File: src/rtl/dsp_elastic_pipe.sv
// rtl/dsp_elastic_pipe.sv - elastic valid/ready register chain with bubble collapse, ce freeze, flush and occupancy count
module dsp_elastic_pipe #(
    parameter int WIDTH = 18,
    parameter int DEPTH = 2,
    parameter int CNT_W = (DEPTH < 1) ? 1 : $clog2(DEPTH + 1)
) (
    input  logic             clk,
    input  logic             rst,
    input  logic             ce,
    input  logic             flush,
    input  logic             in_valid,
    output logic             in_ready,
    input  logic [WIDTH-1:0] in_data,
    output logic             out_valid,
    input  logic             out_ready,
    output logic [WIDTH-1:0] out_data,
    output logic [CNT_W-1:0] count
);

    generate
        if (DEPTH == 0) begin : g_pass
            // No storage: the chain degenerates to wires, gated so no transfer completes while frozen or flushing.
            logic unused_clk;
            assign unused_clk = clk;
            assign out_valid  = in_valid;
            assign out_data   = in_data;
            assign in_ready   = out_ready & ce & ~flush & ~rst;
            assign count      = '0;
        end else begin : g_regs
            logic [DEPTH-1:0] v_q;
            logic [DEPTH-1:0] v_d;
            logic [WIDTH-1:0] d_q [DEPTH];
            logic [WIDTH-1:0] d_d [DEPTH];
            logic [CNT_W-1:0] count_q;
            logic [CNT_W-1:0] count_d;
            logic [DEPTH-1:0] rdy;
            // Upstream view of each stage: index 0 is the input port, index k+1 is stage k.
            logic [DEPTH:0]   up_v;
            logic [WIDTH-1:0] up_d [DEPTH+1];

            // Ready chain from the output backwards; an empty stage is always ready, which collapses bubbles.
            always_comb begin
                logic r;
                r = out_ready;
                rdy = '0;
                for (int k = DEPTH - 1; k >= 0; k--) begin
                    r = ~v_q[k] | r;
                    rdy[k] = r;
                end
            end

            // Gather the word presented to each stage by its upstream neighbour.
            always_comb begin
                up_v    = {v_q, in_valid};
                up_d[0] = in_data;
                for (int k = 0; k < DEPTH; k++) begin
                    up_d[k+1] = d_q[k];
                end
            end

            // Next-state: flush drops all valids but keeps data; a ready stage takes its upstream word, data only when valid.
            always_comb begin
                v_d = v_q;
                for (int k = 0; k < DEPTH; k++) begin
                    d_d[k] = d_q[k];
                end
                if (flush) begin
                    v_d = '0;
                end else if (ce) begin
                    for (int k = 0; k < DEPTH; k++) begin
                        if (rdy[k]) begin
                            v_d[k] = up_v[k];
                            if (up_v[k]) begin
                                d_d[k] = up_d[k];
                            end
                        end
                    end
                end
                count_d = '0;
                for (int k = 0; k < DEPTH; k++) begin
                    count_d = count_d + CNT_W'(v_d[k]);
                end
            end

            // Stage registers with synchronous reset; count tracks the popcount of the valids it is loaded with.
            always_ff @(posedge clk) begin
                if (rst) begin
                    v_q     <= '0;
                    count_q <= '0;
                    for (int k = 0; k < DEPTH; k++) begin
                        d_q[k] <= '0;
                    end
                end else begin
                    v_q     <= v_d;
                    count_q <= count_d;
                    for (int k = 0; k < DEPTH; k++) begin
                        d_q[k] <= d_d[k];
                    end
                end
            end

            assign in_ready  = ce & ~flush & ~rst & rdy[0];
            assign out_valid = v_q[DEPTH-1];
            assign out_data  = d_q[DEPTH-1];
            assign count     = count_q;
        end
    endgenerate

endmodule

File: config.mk
export PLATFORM = sky130hd
export DESIGN_NAME = dsp_elastic_pipe
export DESIGN_NICKNAME = d
export VERILOG_FILES = /design/src/rtl/dsp_elastic_pipe.sv
export SDC_FILE = /design/constraint.sdc
export NUM_CORES = 1
export LEC_CHECK = 0
export CORE_MARGIN = 1
export CORE_UTILIZATION = 44
export CTS_CLUSTER_DIAMETER = 100
export DETAILED_ROUTE_END_ITERATION = 16
export HOLD_SLACK_MARGIN = 0.08
export PLACE_DENSITY = 0.75
export SETUP_SLACK_MARGIN = 0.15
export SLEW_MARGIN = 40
export SYNTH_ARGS = -nofsm -noshare
export SYNTH_HDL_FRONTEND = slang
export SYNTH_SLANG_ARGS = --single-unit
File: constraint.sdc
create_clock -name clk -period 1.3 [get_ports clk]
set_clock_uncertainty 0.15 [all_clocks]
set_input_delay 0.39 -clock clk [delete_from_list [all_inputs] [get_ports clk]]
set_output_delay 0.39 -clock clk [all_outputs]
set_load 0.05 [all_outputs]
==> flow_summary_export.csv, run 1 <==
group,metric,value,unit
status,violations,"negative setup slack",
power_and_ir_drop,sw_frac_of_total,22.8,%
power_and_ir_drop,p_leak,1.01,nW
place,preCtsSetupSlack,-0.757,ns
route,drc,0,
timing,worst_pin_slew,0.393,ns
worst_setup_path,path_cells,"clkdlybuf4s15_2, buf_4, nand2_2, a21oi_4, buf_12",
floorplanning,die_h,66.9,um
min_path,hold_path_depth,2,
clock_tree,hold_buffers,0,
synthesis,synth_nets,203,
clock_tree,htreeDepth,2,
worst_setup_path,worstReg2RegStart,"g_regs.v_q[1]$_SDFF_PP0_",
global_route,grt_max_degree,58,
min_path,hp-class,"flop to flop",
job,drv_cap,0,
synthesis,synth.distinct_cells,21,
clock_tree,numCtsBuffers,5,
timing,final-max-slew-violation-count,0,
timing,setup_tns,-9.78,ns
power_and_ir_drop,vdd.ir_drop.worst,0.000498,V
status,status,"finished with violations",
route,via_count,1288,
synthesis,yosysTopAreaCell,"dfxtp_1",
power_and_ir_drop,switchingPower,520,uW
timing,period_share,125,%
timing,rsz0062_at_grt,"yes",
worst_setup_path,crit_path_max_fanout,4,
synthesis,ys_seq_elements,40,
route,vias_per_cell,4.67,
synthesis,yosys-top-cells-area,"dfxtp_1, mux2i_1, nand2b_1",
worst_setup_path,crit_type,"input pin to output port",
clock_tree,cts.sinks,40,
floorplanning,fp.dieArea,4470,um^2
clock_tree,cts_root_buffer,"clkbuf_8",
route,drt_iter0_drc,55,
worst_setup_path,cpMaxStageDelayCell,"clkdlybuf4s15_2",
synthesis,yosys_warnings,0,
timing,hold_violations,0,
power_and_ir_drop,p_clk_share,33.7,%
worst_setup_path,cpPeakStageDelay,0.23,ns
synthesis,avgSynthCellArea,10.4,um^2
route,first_pass_iters,4,
route,wire_per_inst,13.7,um
floorplanning,rows,23,
layout,multi_input_area,878,um^2
min_path,hp-start,"g_regs.d_q[0][8]$_SDFFE_PP0P_",
synthesis,ys_seq_area_share,43.2,%
timing,slew_headroom,73.8,%
power_and_ir_drop,power_density,824,nW/um^2
global_route,grt_pass1_vias,1292,
place,portBuffers,45,
worst_setup_path,r2r.worst_path.cells,7,
worst_setup_path,cp.arrival,1.08,ns
global_route,grt_pass1_wl,6070,um
layout,n_antenna_cell,0,
power_and_ir_drop,combPwrFrac,11.4,%
layout,seqCellArea,838,um^2
timing,final.min_clock_period,1.62,ns
timing,max_freq,0.615,GHz
worst_setup_path,critPathRequiredTime,0.76,ns
layout,drive_gt1_share,38.9,%
layout,n_fill_cell,303,
place,place.detailed.hpwl,2500,um
layout,nets,251,
timing,layout_setup_ws,-0.325,ns
worst_setup_path,cp-start-kind,"input pin",
route,drt.antenna.violating_nets,0,
route,routed_wirelength,3790,um
synthesis,synth_top_area_share,43.2,%
layout,area_growth,49.1,%
floorplanning,start_util,46.0,%
global_route,antenna_found_initial,0,
global_route,grtUsageTotal,18.8,%
power_and_ir_drop,internal_power,1.76,mW
clock_tree,cts_tree,"yes",
clock_tree,cts_max_path_buffers,2,
worst_setup_path,endpoint_kind,"output port",
floorplanning,core_area,4030,um^2
clock_tree,insertion_delay,0.29,ns
global_route,gr-total-overflow,0,
floorplanning,ios,46,
synthesis,synthCells,178,
synthesis,syn-cell-area,1850,um^2
clock_tree,clkSlewWorstSetupHoldPaths,0.07,ns
floorplanning,fp.dieW,66.9,um
layout,post-route-util,68.5,%
worst_setup_path,startpoint,"ce",
place,place_congestion,0.722,
timing,setup_viol,60,
power_and_ir_drop,seqPwrFrac,54.8,%
==> path summary, 6_finish.rpt <==
path | end | slack (ns)
worst max-delay path | in_ready | -0.32
worst min-delay path | g_regs.d_q[0][26]$_SDFFE_PP0P_ | 0.33
worst max register to register | g_regs.d_q[0][35]$_SDFFE_PP0P_ | -0.31
worst min register to register | g_regs.d_q[0][26]$_SDFFE_PP0P_ | 0.33
==> synth_stat cells <==
| master | number |
|---|---|
| nor4_4 | 1 |
| o21ai_0 | 1 |
| buf_6 | 2 |
| buf_4 | 18 |
| mux2i_1 | 36 |
| nand2b_1 | 54 |
| a21boi_0 | 1 |
| clkbuf_1 | 6 |
| buf_8 | 1 |
| a211oi_1 | 1 |
| inv_1 | 1 |
| dfxtp_1 | 40 |
| a211oi_2 | 1 |
| inv_2 | 1 |
| nor2b_4 | 1 |
| nand2_1 | 5 |
| nor2_1 | 1 |
| ha_1 | 1 |
| buf_12 | 1 |
| a21oi_1 | 3 |
| nor2b_1 | 2 |
==> logic make-up after synthesis <==
kind of cell,share of synthesized area [%]
and+or+nand+nor,22.0
DFF,43.2
muxes,19.5
buffers and inverters,12.0
AOI/OAI and AO/OA,2.57
adders and majority gates,0.676
==> cells in the final DEF (no fill, tap or decap) <==
master,Yosys,layout
nand2b_1,54,54
mux2i_1,36,36
buf_12,1,22
dfxtp_2,0,18
dfxtp_1,40,18
clkdlybuf4s50_1,0,18
buf_4,18,13
buf_6,2,9
clkbuf_8,0,5
dfxtp_4,0,4
nand2_1,5,3
nand2_2,0,2
nor2b_1,2,2
clkdlybuf4s15_2,0,2
buf_8,1,2
inv_1,1,1
nor2b_4,1,1
o21ai_4,0,1
a21oi_2,0,1
a21oi_1,3,1
nor2_4,0,1
a21oi_4,0,1
inv_2,1,1
nor4_4,1,1
a211oi_4,0,1
a211oi_1,1,1
a21boi_2,0,1
ha_1,1,1
clkinv_2,0,1
clkbuf_1,6,1
buf_2,0,1
dlygate4sd2_1,0,1
clkdlybuf4s15_1,0,1
==> timing repair <==
action,4_1_cts,5_1_grt
hold endpoints to repair,0,0
pin swaps,6,5
cloned,1,0
setup endpoints to repair,62,61
buffers inserted,6,4
resized for setup,48,9
==> metal layers <==
metal	GRT usage (%)	vias to the layer above	part of all wire (%)
met2	31.3	36	50
met1	22.1	601	44
met5	0	-	0
met3	6.16	3	5.1
li1	-	648	-
met4	7.18	0	0.84
==> flip-flops by register name (all words and copies together), names as in the netlist <==
| register | count |
|---|---|
| g_regs.v_q | 2 |
| count | 2 |
| g_regs.d_q | 36 |
==> through the flow <==
stage	power (mW)	instances	hold WS, ns	cell area, um^2
5_1_grt	2.37	276	0.362	2760
4_1_cts	2.30	272	0.332	2700
2_1_floorplan	1.41	178	0.298	1900
6_report	2.27	276	0.333	2760
3_3_place_gp	1.52	258	0.318	2500
3_5_place_dp	1.53	258	0.333	2500
==> area by class of cell <==
class                           instances  share of cell area [%]
Timing Repair Buffer                   69                    32.5
Tap cell                               50                    2.27
Sequential cell                        40                    30.4
Multi-Input combinational cell        108                    31.8
Clock buffer                            6                    2.63
Clock inverter                          1                   0.181
Inverter                                2                   0.272
==> worst max-delay path, delay by kind of cell <==
| kind | cells | cell delay [ns] |
|---|---|---|
| AOI/OAI and AO/OA | 1 | 0.13 |
| buffers and inverters | 3 | 0.51 |
| and+or+nand+nor | 1 | 0.06 |
==> power by group through the flow <==
| stage | combinational [mW] | sequential (mW) | clock, mW |
|---|---|---|---|
| after floorplan | 0.127 | 1.29 | 0 |
| final | 0.260 | 1.25 | 0.767 |
| after detailed placement | 0.245 | 1.28 | 0 |
| after global routing | 0.278 | 1.25 | 0.846 |
| after CTS | 0.251 | 1.25 | 0.794 |
| after global placement | 0.238 | 1.28 | 0 |
Power figures use the tool's default switching activity.
==> run 2, diff against run 1 <==
- CTS_CLUSTER_SIZE: unset -> 30
==> results of run 2 <==
No change in the layout: final DEF, timing and power equal those of run 1.
